## config.mk

```make
export PLATFORM = sky130hd
export DESIGN_NAME = fetch_unit_flat
export DESIGN_NICKNAME = d
export VERILOG_FILES = /design/src/rtl/fetch_unit_if.sv /design/src/rtl/fetch_unit.sv /design/src/flat_wrapper.sv
export SDC_FILE = /design/constraint.sdc
export NUM_CORES = 1
export LEC_CHECK = 0
export BUFFER_PORTS_ARGS = -buffer_cell sky130_fd_sc_hd__buf_2
export CAP_MARGIN = 20
export CORE_MARGIN = 2
export CORE_UTILIZATION = 52
export CTS_BUF_LIST = sky130_fd_sc_hd__clkbuf_16
export CTS_CLUSTER_SIZE = 14
export DETAILED_ROUTE_END_ITERATION = 12
export MAX_ROUTING_LAYER = met4
export PLACE_DENSITY = 0.84
export SLEW_MARGIN = 20
export SYNTH_ARGS = -nofsm -noshare
export SYNTH_HDL_FRONTEND = slang
export SYNTH_SLANG_ARGS = --single-unit
```

## constraint.sdc

```tcl
create_clock -name clk -period 3.01 [get_ports clk]
set_clock_uncertainty 0.2 [all_clocks]
set_input_delay 0.301 -clock clk [delete_from_list [all_inputs] [get_ports clk]]
set_output_delay 0.301 -clock clk [all_outputs]
set_load 0.05 [all_outputs]
```

## src/rtl/fetch_unit_if.sv

```systemverilog
// Instruction-memory fetch bus: request/address from the fetch stage,
// acknowledge/data back from memory.
interface fetch_unit_if #(
  parameter int PC_W    = 8,
  parameter int INSTR_W = 12
);
  logic               imem_req;
  logic [PC_W-1:0]    imem_addr;
  logic               imem_ack;
  logic [INSTR_W-1:0] imem_rdata;

  modport master (
    output imem_req,
    output imem_addr,
    input  imem_ack,
    input  imem_rdata
  );

  modport slave (
    input  imem_req,
    input  imem_addr,
    output imem_ack,
    output imem_rdata
  );
endinterface

```

## src/rtl/fetch_unit.sv

```systemverilog
// Fetch stage of the 12-bit accumulator CPU: owns PC and IR, fetches over a
// req/ack bus and applies the controller's registered PC-update response.
module fetch_unit #(
  parameter int PC_W    = 8,
  parameter int INSTR_W = 12
) (
  input  logic                 clk,
  input  logic                 CLB,
  fetch_unit_if.master         imem,
  input  logic                 IncPC,
  input  logic                 LoadPC,
  input  logic                 SelPC,
  input  logic [PC_W-1:0]      reg_target,
  output logic                 LoadIR,
  output logic [3:0]           Opcode,
  output logic [INSTR_W-5:0]   Operand,
  output logic [PC_W-1:0]      pc,
  output logic                 halted,
  output logic [15:0]          retired
);

  typedef enum logic [2:0] {
    S_IDLE,
    S_FETCH,
    S_DECODE,
    S_UPDATE,
    S_HALT
  } state_t;

  state_t               state_q, state_d;
  logic [PC_W-1:0]      pc_q, pc_d;
  logic [INSTR_W-1:0]   ir_q, ir_d;
  logic [15:0]          retired_q, retired_d;

  // Load beats increment; "neither" holds the PC so the same address is refetched.
  function automatic logic [PC_W-1:0] next_pc(
    input logic [PC_W-1:0] cur,
    input logic [PC_W-1:0] operand_addr,
    input logic [PC_W-1:0] target,
    input logic            inc,
    input logic            load,
    input logic            sel
  );
    logic [PC_W-1:0] res;
    res = cur;
    if (load) begin
      res = sel ? target : operand_addr;
    end else if (inc) begin
      res = cur + {{(PC_W-1){1'b0}}, 1'b1};
    end
    return res;
  endfunction

  always_ff @(posedge clk or negedge CLB) begin
    if (!CLB) begin
      state_q   <= S_IDLE;
      pc_q      <= '0;
      ir_q      <= '0;
      retired_q <= '0;
    end else begin
      state_q   <= state_d;
      pc_q      <= pc_d;
      ir_q      <= ir_d;
      retired_q <= retired_d;
    end
  end

  always_comb begin
    state_d   = state_q;
    pc_d      = pc_q;
    ir_d      = ir_q;
    retired_d = retired_q;
    case (state_q)
      S_IDLE:   state_d = S_FETCH;
      S_FETCH: begin
        if (imem.imem_ack) begin
          ir_d    = imem.imem_rdata;
          state_d = S_DECODE;
        end
      end
      S_DECODE: state_d = S_UPDATE;
      S_UPDATE: begin
        retired_d = retired_q + 16'd1;
        if (ir_q[INSTR_W-1:INSTR_W-4] == 4'hF) begin
          state_d = S_HALT;
        end else begin
          pc_d    = next_pc(pc_q, ir_q[PC_W-1:0], reg_target, IncPC, LoadPC, SelPC);
          state_d = S_FETCH;
        end
      end
      S_HALT:   state_d = S_HALT;
      default:  state_d = S_IDLE;
    endcase
  end

  // Every output comes from registers or the state decode, never from imem_* inputs.
  assign imem.imem_req  = (state_q == S_FETCH);
  assign imem.imem_addr = (state_q == S_FETCH) ? pc_q : '0;
  assign LoadIR         = (state_q == S_DECODE);
  assign halted         = (state_q == S_HALT);
  assign Opcode         = ir_q[INSTR_W-1:INSTR_W-4];
  assign Operand        = ir_q[INSTR_W-5:0];
  assign pc             = pc_q;
  assign retired        = retired_q;

endmodule

```

## src/flat_wrapper.sv

```systemverilog
// flat-port wrapper written by rule: the top's interface ports become plain ports
module fetch_unit_flat 
#(
  parameter int PC_W    = 8,
  parameter int INSTR_W = 12
)
  (clk, CLB, IncPC, LoadPC, SelPC, reg_target, LoadIR, Opcode, Operand, pc, halted, retired, imem_imem_req, imem_imem_addr, imem_imem_ack, imem_imem_rdata);
  fetch_unit_if #(.PC_W(PC_W), .INSTR_W(INSTR_W)) imem_i ();
  input  logic clk;
  input  logic CLB;
  input  logic IncPC;
  input  logic LoadPC;
  input  logic SelPC;
  input  logic [PC_W-1:0] reg_target;
  output logic LoadIR;
  output logic [3:0] Opcode;
  output logic [INSTR_W-5:0] Operand;
  output logic [PC_W-1:0] pc;
  output logic halted;
  output logic [15:0] retired;
  output wire logic [$bits(imem_i.imem_req)-1:0] imem_imem_req;
  output wire logic [$bits(imem_i.imem_addr)-1:0] imem_imem_addr;
  input wire logic [$bits(imem_i.imem_ack)-1:0] imem_imem_ack;
  input wire logic [$bits(imem_i.imem_rdata)-1:0] imem_imem_rdata;
  assign imem_imem_req = imem_i.imem_req;
  assign imem_imem_addr = imem_i.imem_addr;
  assign imem_i.imem_ack = imem_imem_ack;
  assign imem_i.imem_rdata = imem_imem_rdata;
  fetch_unit #(.PC_W(PC_W), .INSTR_W(INSTR_W)) u_core (.clk(clk), .CLB(CLB), .imem(imem_i), .IncPC(IncPC), .LoadPC(LoadPC), .SelPC(SelPC), .reg_target(reg_target), .LoadIR(LoadIR), .Opcode(Opcode), .Operand(Operand), .pc(pc), .halted(halted), .retired(retired));
endmodule
```

==> results.json <==
{
  "status": "finished, final reports clean",
  "grt_max_degree": 40,
  "num_rows": 22,
  "timing.fmax_mhz": 460.1,
  "diodes": 0,
  "via_per_inst": 5.249,
  "grt_pass1_vias": 1498,
  "die_area_sq_mm": 0.004208,
  "final_cell_mix": "buf_2 (72), dfrtp_1 (39), mux2_2 (13), nand2_1 (13), and2_1 (11)",
  "yosys.area.top_type": "dfrtp_1",
  "power_mw": 3.128,
  "synthToLayoutAreaGrowth_pct": 28.31,
  "design.core.area_sq_mm": 0.003606,
  "root_buffer": "clkbuf_16",
  "firstDrtPassIters": 4,
  "synth_cell_type_count": 38,
  "overflow": 0,
  "maxCapViolCount": 0,
  "fin_ws_ns": 0.8365,
  "cts_buffers": 5,
  "cts_sinks": 39,
  "ys.flop_type": "dfrtp_1",
  "design_area_sq_mm": 0.002472,
  "dr_total_vias": 1559,
  "synth_nets": 203,
  "synthCells": 175,
  "pwr_density_cell_mw_per_mm2": 1265,
  "max_slew_margin_pct": 42.55,
  "r2r_cells": 3,
  "clkTransAtPathRegs_ns": 0.06,
  "rsz0062_at_grt": "no",
  "cts_resized": 0,
  "synth_area_leaders": "dfrtp_1 (51%), mux2_2 (7.6%), xnor2_1 (4.5%)",
  "fin_crit_sh_pct": 72.21,
  "fin_crit_ns": 2.174,
  "fin_setup_tns_ns": 0,
  "leakagePower_nw": 1.221,
  "crit_type": "flip-flop to flip-flop",
  "ys_warn_count": 0,
  "worstHoldPathType": "input pin to flip-flop",
  "seq_area_frac_synth_pct": 50.65,
  "drt_iter0_drc": 103,
  "globalRouteTotalUtil_pct": 22.13,
  "die_w_um": 64.87,
  "synth_edf_count": 0,
  "cp_max_fo": 12,
  "initial_core_util_pct": 53.44,
  "startpoint_type": "flip-flop",
  "nets": 276,
  "die_h_um": 64.87,
  "hold_viol_final": 0,
  "ioPinCount": 73,
  "drive_gt1_share_pct": 38.15,
  "port-buffer-count": 72,
  "clock_latency_ns": 0.28,
  "setup.worst_path.end_class": "flip-flop",
  "synth_area_sq_mm": 0.001927,
  "antenna_found_initial": 0,
  "pre_cts_slack_ns": 0.8351,
  "placed_cell_area_sq_mm": 0.002317,
  "final_common_cell": "buf_2",
  "grt_pass1_wl_um": 7017,
  "async_reset_ff_share_pct": 100.0,
  "yosysTopAreaCellShare_pct": 50.65,
  "h-tree-depth": 2,
  "ys_ff_latch": 39,
  "cts_buffer_depth": 2,
  "syn_area_per_cell_sq_um": 11.01,
  "totalWireLength_um": 4173,
  "drc_errors": 0,
  "ir_worst_vdd_v": 0.001015,
  "place_congestion": 0.9256,
  "max_slew.worst_pin.slew_ns": 0.8618,
  "hpwlAfterDp_um": 2925,
  "maxSlewViolCount": 0,
  "cp.required_ns": 2.97,
  "post_drt_wl_per_cell_um": 14.05,
  "cts_tree": "yes",
  "arrival_ns": 2.14,
  "whs_path_depth": 2,
  "drtAntennaViolNets": 0,
  "setup_viol": 0
}
[cells in the mapped netlist (2+ instances only)]
master and n:
buf_2 3, o21ai_0 2, o22a_1 5, ha_1 2
or3_1 2, clkbuf_1 4, nor3_1 3, dfrtp_1 39
mux2i_1 7, mux2_2 13, and3_1 2, nor4_1 2
inv_1 3, a21oi_1 6, a41oi_1 2, xnor2_1 10
nand3_1 6, a211oi_1 2, and2_1 11, xor2_1 5
nor2b_1 3, nor2_1 9, and4_1 3, nand2_1 13
nand4_1 5
[metal layers]
layer,track usage (%),routed length [um],share of wire (%)
met1,28.91,1914,46
met2,34.92,1980,47
met3,5.382,238,5.7
met4,5.585,39,0.93
met5,-,0,0
[layout make-up]
class | instances | area (sq um)
Clock inverter | 3 | 20.02
Tap cell | 48 | 60.06
Multi-Input combinational cell | 125 | 905.9
Fill cell | 277 | 1134
Timing Repair Buffer | 73 | 370.4
Sequential cell | 39 | 975.9
Inverter | 4 | 15.01
Clock buffer | 5 | 125.1
[state kept, by name, summed over array words and instances (netlist names)]
name and cells:
u_core.retired 16, u_core.ir_q 12, u_core.pc 8, u_core.state_q 3
[what timing repair did]
action	4_1_cts	5_1_grt
hold buffers	1	0
setup buffers	0	0
endpoints found under the hold margin	39	0
[power by group]
group          total (mW)  leakage [nW]  internal, mW  switching [mW]
Clock               0.510        0.0658         0.305           0.205
Sequential          0.928         0.482         0.709           0.219
Combinational        1.69         0.673         0.467            1.22
[worst max-delay path: stages (launching register included)]
cell and delay, ns:
dfrtp_1 0.47, nor3b_2 0.46, and2_1 0.53, mux2_2 0.40
[through the flow]
stage	hold slack, ns	util (%)	instances
floorplan	-0.1946	-	175
global placement	0.2528	64.26	288
detailed placement	0.2567	64.26	288
CTS	0.04523	68.56	297
global route	0.04799	68.56	297
finish	0.04815	68.56	297
[path summary, 6_finish.rpt]
path | start | end | slack (ns)
min in group asynchronous | CLB | u_core.ir_q[3]$_DFFE_PN0P_ | 0.50
max in group asynchronous | CLB | u_core.retired[9]$_DFFE_PN0N_ | 1.57
worst max-delay path | u_core.state_q[0]$_DFFE_PN0P_ | u_core.ir_q[9]$_DFFE_PN0P_ | 0.84
worst min register to register | u_core.retired[15]$_DFFE_PN0N_ | u_core.retired[15]$_DFFE_PN0N_ | 0.27
worst max register to register | u_core.state_q[0]$_DFFE_PN0P_ | u_core.ir_q[9]$_DFFE_PN0P_ | 0.84
worst min-delay path | imem_imem_rdata[3] | u_core.ir_q[3]$_DFFE_PN0P_ | 0.05
[logic make-up (layout without fill, tap and decap cells)]
group,Yosys count,count (layout),share of synthesized area [%]
buf+inv,11,85,2.337
flops,39,39,50.65
mux,20,20,11.23
xor+xnor,15,15,6.818
simple gates,66,66,19.81
compound gates,22,22,7.857
fa+ha+maj,2,2,1.298
(Power assumes the default switching activity.)
